`src/rtl/fmad_acc.sv`:
```
// Iterative radix-16 multiply followed by an add/subtract/accumulate step.
// Optional saturation of the final add/subtract is enabled by defining FMAD_ACC_SAT_EN.
module fmad_acc #(
    parameter int unsigned WIDTH    = 11,
    parameter int unsigned OUTWIDTH = 2 * WIDTH
) (
    input  logic                clock,
    input  logic                reset,
    input  logic                start,
    input  logic [WIDTH-1:0]    mulIn1,
    input  logic [WIDTH-1:0]    mulIn2,
    input  logic [WIDTH-1:0]    addIn,
    input  logic                sub,
    input  logic                accumulate,
    output logic                busy,
    output logic                done,
    output logic [OUTWIDTH-1:0] result,
    output logic                ovf
);

    localparam int unsigned NSTEPS = (WIDTH + 3) / 4;
    localparam int unsigned BPAD   = NSTEPS * 4;
    localparam int unsigned CW     = $clog2(NSTEPS + 1);

    typedef enum logic [1:0] {
        StIdle,
        StMul,
        StAdd,
        StDone
    } state_e;

    state_e              state_q, state_d;
    logic [OUTWIDTH-1:0] mcand_q, mcand_d;
    logic [BPAD-1:0]     mplier_q, mplier_d;
    logic [OUTWIDTH-1:0] prod_q, prod_d;
    logic [OUTWIDTH-1:0] addend_q, addend_d;
    logic                sub_q, sub_d;
    logic [CW-1:0]       step_q, step_d;
    logic [OUTWIDTH-1:0] result_q, result_d;
    logic                ovf_q, ovf_d;

    logic [OUTWIDTH-1:0] partial;
    logic [OUTWIDTH:0]   sum_ext;
    logic                carry;
    logic [OUTWIDTH-1:0] res_next;

    // The true product fits in OUTWIDTH bits, so truncating each partial product is exact.
    assign partial = mcand_q * OUTWIDTH'(mplier_q[3:0]);

    always_comb begin
        sum_ext = '0;
        if (sub_q) begin
            sum_ext = {1'b0, prod_q} - {1'b0, addend_q};
        end else begin
            sum_ext = {1'b0, prod_q} + {1'b0, addend_q};
        end
        carry = sum_ext[OUTWIDTH];
`ifdef FMAD_ACC_SAT_EN
        if (carry) begin
            res_next = sub_q ? '0 : '1;
        end else begin
            res_next = sum_ext[OUTWIDTH-1:0];
        end
`else
        res_next = sum_ext[OUTWIDTH-1:0];
`endif
    end

    always_comb begin
        state_d  = state_q;
        mcand_d  = mcand_q;
        mplier_d = mplier_q;
        prod_d   = prod_q;
        addend_d = addend_q;
        sub_d    = sub_q;
        step_d   = step_q;
        result_d = result_q;
        ovf_d    = ovf_q;

        case (state_q)
            StIdle: begin
                if (start) begin
                    state_d  = StMul;
                    mcand_d  = OUTWIDTH'(mulIn1);
                    mplier_d = BPAD'(mulIn2);
                    prod_d   = '0;
                    // The accumulated addend is captured now, so the add sees the pre-start result.
                    addend_d = accumulate ? result_q : OUTWIDTH'(addIn);
                    sub_d    = sub;
                    step_d   = '0;
                end
            end
            StMul: begin
                prod_d   = prod_q + partial;
                mcand_d  = mcand_q << 4;
                mplier_d = mplier_q >> 4;
                step_d   = step_q + 1'b1;
                if (step_q == CW'(NSTEPS - 1)) begin
                    state_d = StAdd;
                end
            end
            StAdd: begin
                result_d = res_next;
                ovf_d    = carry;
                state_d  = StDone;
            end
            StDone: begin
                state_d = StIdle;
            end
            default: begin
                state_d = StIdle;
            end
        endcase
    end

    always_ff @(posedge clock or posedge reset) begin
        if (reset) begin
            state_q  <= StIdle;
            mcand_q  <= '0;
            mplier_q <= '0;
            prod_q   <= '0;
            addend_q <= '0;
            sub_q    <= 1'b0;
            step_q   <= '0;
            result_q <= '0;
            ovf_q    <= 1'b0;
        end else begin
            state_q  <= state_d;
            mcand_q  <= mcand_d;
            mplier_q <= mplier_d;
            prod_q   <= prod_d;
            addend_q <= addend_d;
            sub_q    <= sub_d;
            step_q   <= step_d;
            result_q <= result_d;
            ovf_q    <= ovf_d;
        end
    end

    assign busy   = (state_q != StIdle);
    assign done   = (state_q == StDone);
    assign result = result_q;
    assign ovf    = ovf_q;

endmodule
```
`config.mk`:
```
export PLATFORM = sky130hd
export DESIGN_NAME = fmad_acc
export DESIGN_NICKNAME = d
export VERILOG_FILES = /design/src/rtl/fmad_acc.sv
export SDC_FILE = /design/constraint.sdc
export NUM_CORES = 1
export LEC_CHECK = 0
export CAP_MARGIN = 20
export CORE_MARGIN = 2
export CORE_UTILIZATION = 40
export DETAILED_ROUTE_END_ITERATION = 7
export PLACE_DENSITY = 0.68
export SLEW_MARGIN = 10
export SYNTH_ARGS = -nofsm -noshare
export SYNTH_HDL_FRONTEND = slang
export SYNTH_SLANG_ARGS = --single-unit
```
`constraint.sdc`:
```
create_clock -name clock -period 11.2 [get_ports clock]
set_clock_uncertainty 0.1 [all_clocks]
set_input_delay 3.36 -clock clock [delete_from_list [all_inputs] [get_ports clock]]
set_output_delay 3.36 -clock clock [all_outputs]
set_load 0.02 [all_outputs]
```
== Word level (Yosys, flattened, before mapping) ==
Index checks and enable logic that the tools add are counted.

* $add $sub $neg: 4
* Multiply operators: 1
* Equal/unequal tests: 6
* Multiplexer cells: 13
* Reduce and logical (&&, ||, !) cells: 6

{| class="wikitable"
|+ Operators by type and width
! kind !! count
|-
| case mux 22 bit (2 select lines) || 2
|-
| two-way mux 22 bit || 3
|-
| case mux 12 bit (2 select lines) || 1
|-
| adder 22 x 22 -> 23 bit || 1
|-
| two-way mux 23 bit || 1
|-
| subtractor 22 x 22 -> 23 bit || 1
|-
| adder 22 bit || 1
|-
| multiplier 22 x 4 -> 22 bit || 1
|-
| two-way mux 12 bit || 1
|-
| case mux 2 bit (4 select lines) || 1
|-
| == test 2 bit (second input constant) || 3
|-
| two-way mux 2 bit || 3
|-
| AND reduction 2 bit || 3
|-
| inequality test 2 bit (second input constant) || 2
|-
| case mux 2 bit (2 select lines) || 1
|-
| nonzero test 2 bit || 2
|-
| adder 2 x 1 -> 2 bit (second input constant) || 1
|-
| == test 2 x 1 -> 1 bit (second input constant) || 1
|-
| logical NOT 2 bit || 1
|}

* Bits in registers: 106
* Output and inout port bits: 25
* Logic and storage cells: 39

== Logic depth before layout (Yosys ltp) ==
* Word-level depth: 3
* Mapped depth: 17

== Least setup slack after synthesis ==
Ideal clock, no wire load.

* Path type: input-to-reg
* Start: in start
* End: reg prod_q[7]
* Data arrival time: 4.398 ns
* Required time: 11.005 ns
* Path slack: 6.606 ns
* Cell stages on the path: 7
* Cells stage by stage: clkinv_1 -> nor2_1 -> a21oi_1 -> clkbuf_8 -> clkbuf_1 -> nand2_1 -> o31ai_1

* Word-level cells in the longest chain between the ends: 2

{| class="wikitable"
|+ Ends and longest elaborated chain
! item !! line !! source
|-
| start, declared || 9 || <nowiki>input logic start,</nowiki>
|-
| inequality test 2 bit (no source line) || -- ||
|-
| AND reduction 2 bit (no source line) || -- ||
|-
| end signal, assigned || 131 || <nowiki>prod_q <= prod_d;</nowiki>
|-
| end, declared || 35 || <nowiki>logic [OUTWIDTH-1:0] prod_q, prod_d;</nowiki>
|}

Every way passes these cells.
A chain may end at the register's enable or synchronous reset.

== Worst setup path after layout ==
* Start: reg state_q[0]
* End: out busy

* Word-level cells in the longest chain between the ends: 1

{| class="wikitable"
|+ Ends and longest elaborated chain
! item !! line !! source
|-
| start, declared || 32 || <nowiki>state_e state_q, state_d;</nowiki>
|-
| start signal, assigned || 118 || <nowiki>state_q <= StIdle;</nowiki>
|-
| start signal, assigned || 128 || <nowiki>state_q <= state_d;</nowiki>
|-
| nonzero test 2 bit || 140 || <nowiki>assign busy = (state_q != StIdle);</nowiki>
|-
| end, declared || 15 || <nowiki>output logic busy,</nowiki>
|}

Every way passes these cells.

==> reports/results.txt <==
Status: finished, final reports clean
Largest net degree at the start of global routing: 69
Seq/Total Area, Yosys: 0.296
Yosys cell types: 68
Fillers: 2106
WL met3: 819 µm
Post-synth top cells: inv_1, nand2_1, dfrtp_1, o21ai_0, and2_1
Die Y: 153 µm
Dpl hpwl: 15200 µm
Post-cts hold buffer count: 0
Maximum fanout along the worst path: 8
CP max-delay cell: clkdlybuf4s50_1
Max Used Layer: met4
Most common cell on crit path: inv_1
Starting DRT DRC Count: 383
Syn Inst Count: 989
WL final: 20000 µm
WS Path Type: reg -> out
WL met1: 10100 µm
CTS tree: done
Clock latency on the worst-skew pair: 370 ps
Post-CTS setup buffers: 0
CP endpoint kind: primary output
Initial antenna violation count: 0
DRT antenna net count: 0
Top cells by area, synth: dfrtp_1, fa_1, ha_1
Worst path cell trace: inv_1, ha_1, inv_1, clkdlybuf4s50_1
Drt via density: 5.25
CP startpoint kind: flip-flop
Global Route Usage Sum: 0.178
Setup tns final: 0 ps
Place WS: 5470 ps
Ant. Diodes: 0
Total CTS buffers: 9
Area grow syn2layout: 13.1%
CP Buf/Inv Count: 3
Register area: 2630 µm²
Syn_nets: 1137
IO Port Bufs: 62
DR WL/cell: 15.2 µm
Crit share post-route: 0.506
Synthesized cell area: 8890 µm²
Final worst slack: 5540 ps
Synth warn: 0
Rel. slew slack: 0.410
Fin crit period: 5660 ps
Worst-path clk slew: 70 ps
Routed length on met2: 8790 µm
Synth top area share: 0.296
Io pins: 63
Wire length of the first global-routing pass: 34400 µm
Syn_area_per_cell: 8.99 µm²
Crit path DAT: 2200 ps
Post_cts resized: 0
Vias: 6886
Root Buffer: clkbuf_16
Total core area: 21800 µm²
Delay-heaviest family, CP: buffers and inverters
Share of cells above drive strength 1: 0.0484
Fin Hold WS: 383 ps
Max Fclk: 0.177 GHz
Slowest stage delay, CP: 690 ps
Worst Tran Pin Value: 884 ps
Nets: 1175
H-Tree Depth: 3
Multi-input logic area: 5660 µm²
RePlAce Congestion: 0.937
Num rows: 54
Post-synth EDFFs: 0
Die area: 23400 µm²
# DRC: 0
R2R Setup Slk: 6390 ps
Top_reg_cell synth: dfrtp_1
Initial Util: 0.407
Worst Hold Class: reg -> reg
Final hold violation count: 0
Yosys top cell by area: dfrtp_1
Share of flip-flops with an asynchronous set or reset: 1.00
RSZ-0062 raised after global routing: no
Final setup fails: 0
Clock buffer depth: 2
Max cap viols: 0
Drt pass-1 iters: 5
CP required: 7740 ps
DIE WIDTH: 153 µm
Synthesis-stage register bit count: 105
Vias in the first global route: 6754
Final Slew Violations: 0
Count leader, synth: inv_1
Clock Sinks: 105
Grt ovf: 0
stage by stage:
stage | util | area [µm²] | cells
floorplan | - | 8890 | 989
global placement | 0.447 | 9750 | 1296
detailed placement | 0.447 | 9750 | 1296
CTS | 0.461 | 10100 | 1312
global route | 0.461 | 10100 | 1312
finish | 0.461 | 10100 | 1312
cells by family (layout without fill, tap and decap cells):
logic type / Yosys count / after routing / share of synthesized area
buf+inv: 158 / 201 / 0.0691
mux: 45 / 45 / 0.0526
simple gates: 283 / 283 / 0.156
flops: 105 / 105 / 0.296
compound gates: 233 / 233 / 0.169
fa+ha+maj: 110 / 110 / 0.203
xor+xnor: 55 / 55 / 0.0542
placed cells by master, fill, tap and decap left out, drive strengths merged, types with 4 or more instances in the layout:
master and count:
o21bai 4, xnor2 38, nand4 6, nor2b 6, clkbuf 12, and2 71
a22oi 5, o31ai 6, a211oi 6, a21o 17, mux2i 31, ha 53
inv 117, o21ai 88, mux2 14, nor2 43, o21a 7, a21oi 46
buf 6, dfrtp 105, or3 6, nand2 112, a22o 17, nand2b 4
o211ai 5, a31oi 8, nor3 14, clkdlybuf4s50 62, fa 57, nand3 7
xor2 17
path summary, 6_finish.rpt:
kind	from	end	cells after the start
worst max-delay path	state_q[0]	busy	4
worst min-delay path	mplier_q[6]	mplier_q[6]	2
worst max register to register	mplier_q[2]	prod_q[21]	14
worst min register to register	mplier_q[6]	mplier_q[6]	2
max in group asynchronous	reset	mcand_q[4]	3
min in group asynchronous	reset	result[0]	2
layout make-up:
| type | instances | area share |
|---|---|---|
| clock inverter | 4 | 0.00572 |
| clock buffer | 12 | 0.0255 |
| inverter | 117 | 0.0439 |
| timing repair buffer | 68 | 0.0662 |
| tap | 280 | 0.0348 |
| sequential | 105 | 0.261 |
| multi-input combinational | 726 | 0.563 |
worst min-delay path: stages (launching register included):
cell and delay (ps):
dfrtp_1 350, nand2_1 50, o21ai_0 60
routing by layer:
layer  GRT usage  vias up
met5           0        -
met2       0.273      130
met1       0.261     3347
li1            -     3392
met3      0.0388       17
met4      0.0344        0
registers in the layout, indices dropped and copies added, names as in the netlist:
register	flops
state_q	2
result	22
mcand_q	22
addend_q	22
step_q	2
prod_q	22
ovf	1
sub_q	1
mplier_q	11
Power is left out: the tool's default activity adds up to more than one toggle a clock period on the data nets, which glitch-free logic cannot reach.
